<file path="config.mk">
export PLATFORM = sky130hd
export DESIGN_NAME = d_drain_arbiter
export DESIGN_NICKNAME = d
export VERILOG_FILES = /design/src/rtl/d_drain_arbiter.sv
export SDC_FILE = /design/constraint.sdc
export NUM_CORES = 1
export LEC_CHECK = 0
export ABC_CLOCK_PERIOD_IN_PS = 2800
export BUFFER_PORTS_ARGS = -buffer_cell sky130_fd_sc_hd__buf_2
export CORE_ASPECT_RATIO = 0.7
export CORE_MARGIN = 2
export CORE_UTILIZATION = 25
export CTS_CLUSTER_DIAMETER = 200
export DETAILED_ROUTE_END_ITERATION = 16
export HOLD_SLACK_MARGIN = 0.03
export PLACE_DENSITY = 0.55
export SLEW_MARGIN = 10
export SYNTH_ARGS = -nofsm -noshare
export SYNTH_HDL_FRONTEND = slang
export SYNTH_SLANG_ARGS = --single-unit
</file>
<file path="constraint.sdc">
create_clock -name clk -period 2.8 [get_ports clk]
set_input_delay 0.42 -clock clk [delete_from_list [all_inputs] [get_ports clk]]
set_output_delay 0.42 -clock clk [all_outputs]
set_load 0.02 [all_outputs]
</file>
<file path="src/rtl/d_drain_arbiter.sv">
// ---------------------------------------------------------------------------
// d_drain_arbiter
//
// Read-side arbiter for the D0/D1 destination FIFOs. It pops both FIFOs,
// merges their words round-robin into one output stream, and absorbs the
// one-cycle FIFO read latency with a 2-entry output buffer. Downstream
// backpressure comes in through out_ready. Per-source counters track the
// words accepted downstream.
//
// Ports
//   clk, reset          : single clock, asynchronous active-high reset
//   data_out_D0/D1      : FIFO read data, valid the cycle after Dx_pop
//   empty_fifo_D0/D1    : FIFO empty flags (used in the current cycle)
//   enable              : permits new pops (in-flight reads still complete)
//   out_ready           : downstream accepts data_out this cycle
//   D0_pop, D1_pop      : FIFO read strobes, at most one per cycle
//   data_out, out_src   : head word of the output buffer and its source
//   valid_out           : data_out holds a word
//   cnt_D0, cnt_D1      : words accepted downstream per source (wrapping)
//   dbg_occ             : output buffer occupancy (0..2), for observation
//
// Output handshake: a word transfers on every rising edge where
// valid_out & out_ready are both high. While valid_out is high and
// out_ready is low, data_out and out_src are held stable. valid_out never
// depends combinationally on out_ready.
// ---------------------------------------------------------------------------
module d_drain_arbiter #(
    parameter int DATA_WIDTH = 6,
    parameter int CNT_WIDTH  = 8
) (
    input  logic                  clk,
    input  logic                  reset,
    input  logic [DATA_WIDTH-1:0] data_out_D0,
    input  logic [DATA_WIDTH-1:0] data_out_D1,
    input  logic                  empty_fifo_D0,
    input  logic                  empty_fifo_D1,
    input  logic                  enable,
    input  logic                  out_ready,
    output logic                  D0_pop,
    output logic                  D1_pop,
    output logic [DATA_WIDTH-1:0] data_out,
    output logic                  valid_out,
    output logic                  out_src,
    output logic [CNT_WIDTH-1:0]  cnt_D0,
    output logic [CNT_WIDTH-1:0]  cnt_D1,
    output logic [1:0]            dbg_occ
);

    // -----------------------------------------------------------------------
    // State
    // -----------------------------------------------------------------------
    logic [1:0]            occ;        // buffer occupancy, 0..2
    logic                  pend;       // a pop was issued last cycle
    logic                  pend_src;   // source of that pop
    logic                  last;       // source granted most recently

    logic [DATA_WIDTH-1:0] head_data;  // buffer entry 0 (output side)
    logic                  head_src;
    logic [DATA_WIDTH-1:0] tail_data;  // buffer entry 1
    logic                  tail_src;

    // -----------------------------------------------------------------------
    // Combinational signals
    // -----------------------------------------------------------------------
    logic                  deq;
    logic [2:0]            fill;
    logic                  room;
    logic                  grant_valid;
    logic                  grant_src;
    logic [DATA_WIDTH-1:0] cap_data;

    logic [1:0]            occ_nxt;
    logic [DATA_WIDTH-1:0] head_data_nxt;
    logic                  head_src_nxt;
    logic [DATA_WIDTH-1:0] tail_data_nxt;
    logic                  tail_src_nxt;

    assign valid_out = (occ != 2'd0);
    assign data_out  = head_data;
    assign out_src   = head_src;
    assign dbg_occ   = occ;

    assign deq = valid_out & out_ready;

    // Words already committed to the buffer after this edge: those stored,
    // plus the one arriving from last cycle's pop, minus the one leaving now.
    // A new pop is allowed only if that leaves a free slot for its data next
    // cycle. Using out_ready here is what sustains one word per cycle.
    assign fill = {1'b0, occ} + {2'b00, pend} - {2'b00, deq};
    assign room = (fill <= 3'd1);

    // Round-robin grant on the current empty flags.
    always_comb begin
        grant_valid = 1'b0;
        grant_src   = 1'b0;
        if (enable && room) begin
            if (!empty_fifo_D0 && !empty_fifo_D1) begin
                grant_valid = 1'b1;
                grant_src   = ~last;
            end else if (!empty_fifo_D0) begin
                grant_valid = 1'b1;
                grant_src   = 1'b0;
            end else if (!empty_fifo_D1) begin
                grant_valid = 1'b1;
                grant_src   = 1'b1;
            end
        end
    end

    // Strobes are masked while reset is high so the FIFOs never see a read
    // during reset, even though the grant logic itself is unaware of it.
    assign D0_pop = grant_valid & ~grant_src & ~reset;
    assign D1_pop = grant_valid &  grant_src & ~reset;

    // Data returned for last cycle's pop.
    assign cap_data = pend_src ? data_out_D1 : data_out_D0;

    // Buffer update: capture writes the tail slot after any shift caused
    // by a dequeue, so the relative order of words is always preserved.
    always_comb begin
        occ_nxt       = occ;
        head_data_nxt = head_data;
        head_src_nxt  = head_src;
        tail_data_nxt = tail_data;
        tail_src_nxt  = tail_src;
        case ({pend, deq})
            2'b10: begin
                occ_nxt = occ + 2'd1;
                if (occ == 2'd0) begin
                    head_data_nxt = cap_data;
                    head_src_nxt  = pend_src;
                end else begin
                    tail_data_nxt = cap_data;
                    tail_src_nxt  = pend_src;
                end
            end
            2'b01: begin
                occ_nxt       = occ - 2'd1;
                head_data_nxt = tail_data;
                head_src_nxt  = tail_src;
            end
            2'b11: begin
                // Shift and write: occupancy is unchanged.
                if (occ == 2'd1) begin
                    head_data_nxt = cap_data;
                    head_src_nxt  = pend_src;
                end else begin
                    head_data_nxt = tail_data;
                    head_src_nxt  = tail_src;
                    tail_data_nxt = cap_data;
                    tail_src_nxt  = pend_src;
                end
            end
            default: ;
        endcase
    end

    // -----------------------------------------------------------------------
    // Registers
    // -----------------------------------------------------------------------
    always_ff @(posedge clk or posedge reset) begin
        if (reset) begin
            occ       <= 2'd0;
            pend      <= 1'b0;
            pend_src  <= 1'b0;
            last      <= 1'b1;   // D0 wins the first tie
            head_data <= '0;
            head_src  <= 1'b0;
            tail_data <= '0;
            tail_src  <= 1'b0;
        end else begin
            occ       <= occ_nxt;
            pend      <= grant_valid;
            pend_src  <= grant_src;
            if (grant_valid) begin
                last <= grant_src;
            end
            head_data <= head_data_nxt;
            head_src  <= head_src_nxt;
            tail_data <= tail_data_nxt;
            tail_src  <= tail_src_nxt;
        end
    end

    // Accepted-word counters, wrapping naturally at 2^CNT_WIDTH.
    always_ff @(posedge clk or posedge reset) begin
        if (reset) begin
            cnt_D0 <= '0;
            cnt_D1 <= '0;
        end else if (deq) begin
            if (head_src) begin
                cnt_D1 <= cnt_D1 + 1'b1;
            end else begin
                cnt_D0 <= cnt_D0 + 1'b1;
            end
        end
    end

endmodule

</file>
==> results.cfg <==
[worst_setup_path]
crit_type = flop to output port
cp.arrival_ns = 2.57
crit_required_ns = 2.38
cp-start-kind = flop
path_max_fanout = 2
end_kind = output port

[timing]
period_minus_slack_ns = 2.99
hold_viol = 0
max-slew-margin-rel = 0.476
fin_worst_skew_ns = 0.00398
setup_violations = 2
fmax_ghz = 0.334
period_share = 1.07
slew_violations = 0
rsz0062_at_grt = true
tightest_slew_ns = 0.785
final.setup.worst_slack_ns = -0.192

[logic_synthesis]
ys_warn_count = 0
synth-async-reset-ratio = 1.00
ys_seq_area_frac = 0.479
synthFlopType = dfrtp_1
syn_area_um2 = 1830
synth-edff-count = 0
ys_seq_elements = 35
synth_common_cells = dfrtp_1, o21ai_0, nor2_1
synth_area_leaders = dfrtp_1, mux2_4, mux2_2
syn_nets = 190
synth.most_common_cell = dfrtp_1
synth_cells = 163
synth_top_cell_area_share = 0.465
synth.distinct_cells = 34
syn_avg_cell_area_um2 = 11.2
yosysTopAreaCell = dfrtp_1

[die]
rows = 26
dieArea_um2 = 8030
start_util = 0.255
die_height_um = 75.6
ios = 46
die_w_um = 106
core_area_um2 = 7190

[global_route]
antenna_found_initial = 0
grt_use_total = 0.115
grt_overflow = 0
grt_max_degree = 22
grt_pass1_vias = 1431
grt_pass1_wl_um = 7050

[clock_network]
cts_made_buffers = 5
cts-htree-levels = 2
ctsHoldBuffers = 0
insertion_delay_ns = 0.28
clock_path_buffers = 2
clkTransAtPathRegs_ns = 0.07
cts_tree = yes
cts_sinks = 35
clockRootBuffer = clkbuf_8

[finish]
area_growth_pct = 33.1
final_cells = 321
nFillCells = 736
multi_input_area_um2 = 968
fin_nets = 250
fin_area_um2 = 2440
layout-drive-gt1-share = 0.457
seq_area_um2 = 880
insertedDiodeCount = 0

[place]
post-place-cells = 308
dp_hpwl_um = 3010
portBuffers = 45
placed_cell_area_um2 = 2270
gp_congestion = 0.843

[route]
totalWireLength_um = 4110
vias_per_cell = 4.31
route.detailed.drc = 0
drt_first_pass_iters = 4
met1_length_um = 2080
drt_iter0_drc = 52
via_count = 1383
top_layer_used = met4
met2_length_um = 1740
drt.antenna.violating_nets = 0
wl_per_cell_um = 12.8
wl_met3_um = 278

[outcome]
status = finished, violations left
violations = setup timing

[run]
maxCapViolCount = 0

[min_path]
hold_class = primary input to asynchronous set/reset pin

[power_and_ir_drop]
p_per_area_nw_per_um2 = 1180
vdd_ir_drop_max_mv = 0.430
cellLeakagePower_nw = 1.12
[worst max-delay path, stage by stage (launching register included)]
cell	delay, ns
dfrtp_2	0.37
inv_2	0.05
ha_4	0.16
nor2b_4	0.13
ha_4	0.22
inv_2	0.06
ha_4	0.12
inv_2	0.03
fa_2	0.50
and2_4	0.15
nand2_4	0.07
nor4_4	0.26
buf_4	0.18
[stage by stage]
stage	hold WS, ns	worst slack (ns)	TNS (ns)	total power, W	util
finish	0.336	-0.192	-0.374	0.00287	0.339
floorplan	0.475	-0.0541	-0.0541	0.00194	-
CTS	0.361	-0.214	-0.417	0.00289	0.339
global placement	0.451	0.0552	0	0.00230	0.315
detailed placement	0.463	-0.0147	-0.0147	0.00233	0.315
global route	0.378	-0.305	-0.600	0.00311	0.339
[cells in the final DEF (no fill, tap or decap), types with 2 or more instances in the layout]
| cell type | instances |
|---|---|
| buf_4 | 14 |
| mux2_4 | 7 |
| nand3_1 | 5 |
| ha_1 | 5 |
| nand4_1 | 3 |
| dfrtp_2 | 2 |
| xnor2_1 | 10 |
| nor4_1 | 2 |
| inv_2 | 5 |
| a31oi_1 | 9 |
| dfrtp_1 | 32 |
| nand2_1 | 6 |
| xnor2_2 | 2 |
| nor4_4 | 2 |
| buf_2 | 43 |
| inv_1 | 5 |
| nor2_1 | 12 |
| ha_4 | 3 |
| nor2b_1 | 2 |
| clkbuf_8 | 6 |
| o21ai_0 | 15 |
| xor2_1 | 5 |
| mux2_2 | 9 |
| and2_1 | 3 |
[sequential cells by signal, summed over array words and instances, names as in the netlist]
name	flops
cnt_D0	8
cnt_D1	8
data_out	6
tail_data	6
dbg_occ	2
last	1
out_src	1
pend	1
pend_src	1
tail_src	1
[layout make-up]
type                       count  area share
inverter                      10      0.0154
timing repair buffer          58       0.140
clock inverter                 1     0.00205
sequential                    35       0.361
clock buffer                   6      0.0339
multi-input combinational    113       0.398
tap                           98      0.0503
[cell families after synthesis]
group,after synthesis,share of synthesized area
simple gates,45,0.138
xor+xnor,17,0.0854
mux,16,0.113
fa+ha+maj,9,0.0656
flops,35,0.479
buf+inv,15,0.0396
compound gates,26,0.0793
[layer usage]
layer / vias to the layer above / track usage
met5: - / 0
met4: 0 / 0.0307
met3: 2 / 0.0393
met2: 40 / 0.172
met1: 657 / 0.159
li1: 684 / -
[final timing paths]
kind	from	to	slack, ns	cells after the start
worst max register to register	dbg_occ[1]$_DFFE_PP0N_	pend$_DFF_PP0_	0.48	13
min in group clk	empty_fifo_D0	pend$_DFF_PP0_	0.38	2
max in group asynchronous	reset	cnt_D0[2]$_DFFE_PP0P_	1.85	3
worst min-delay path	reset	out_src$_DFFE_PP0P_	0.34	2
worst max-delay path	dbg_occ[1]$_DFFE_PP0N_	D0_pop	-0.19	12
worst min register to register	cnt_D0[7]$_DFFE_PP0P_	cnt_D0[7]$_DFFE_PP0P_	0.46	1
[what timing repair did]
item,CTS,global route
hold endpoints to repair,0,0
endpoints found under the setup margin,2,2
gates resized for setup,9,0
setup buffers,6,0
pin swaps,6,1
[power by group]
| group | leakage, nW | switching, W | total [W] | internal, W |
|---|---|---|---|---|
| registers | 0.424 | 0.000207 | 0.000938 | 0.000731 |
| clock network | 0.0470 | 0.000181 | 0.000374 | 0.000193 |
| logic | 0.647 | 0.000802 | 0.00156 | 0.000755 |
| total | 1.12 | 0.00119 | 0.00287 | 0.00168 |
No activity file was read; power rests on OpenSTA's default activity.
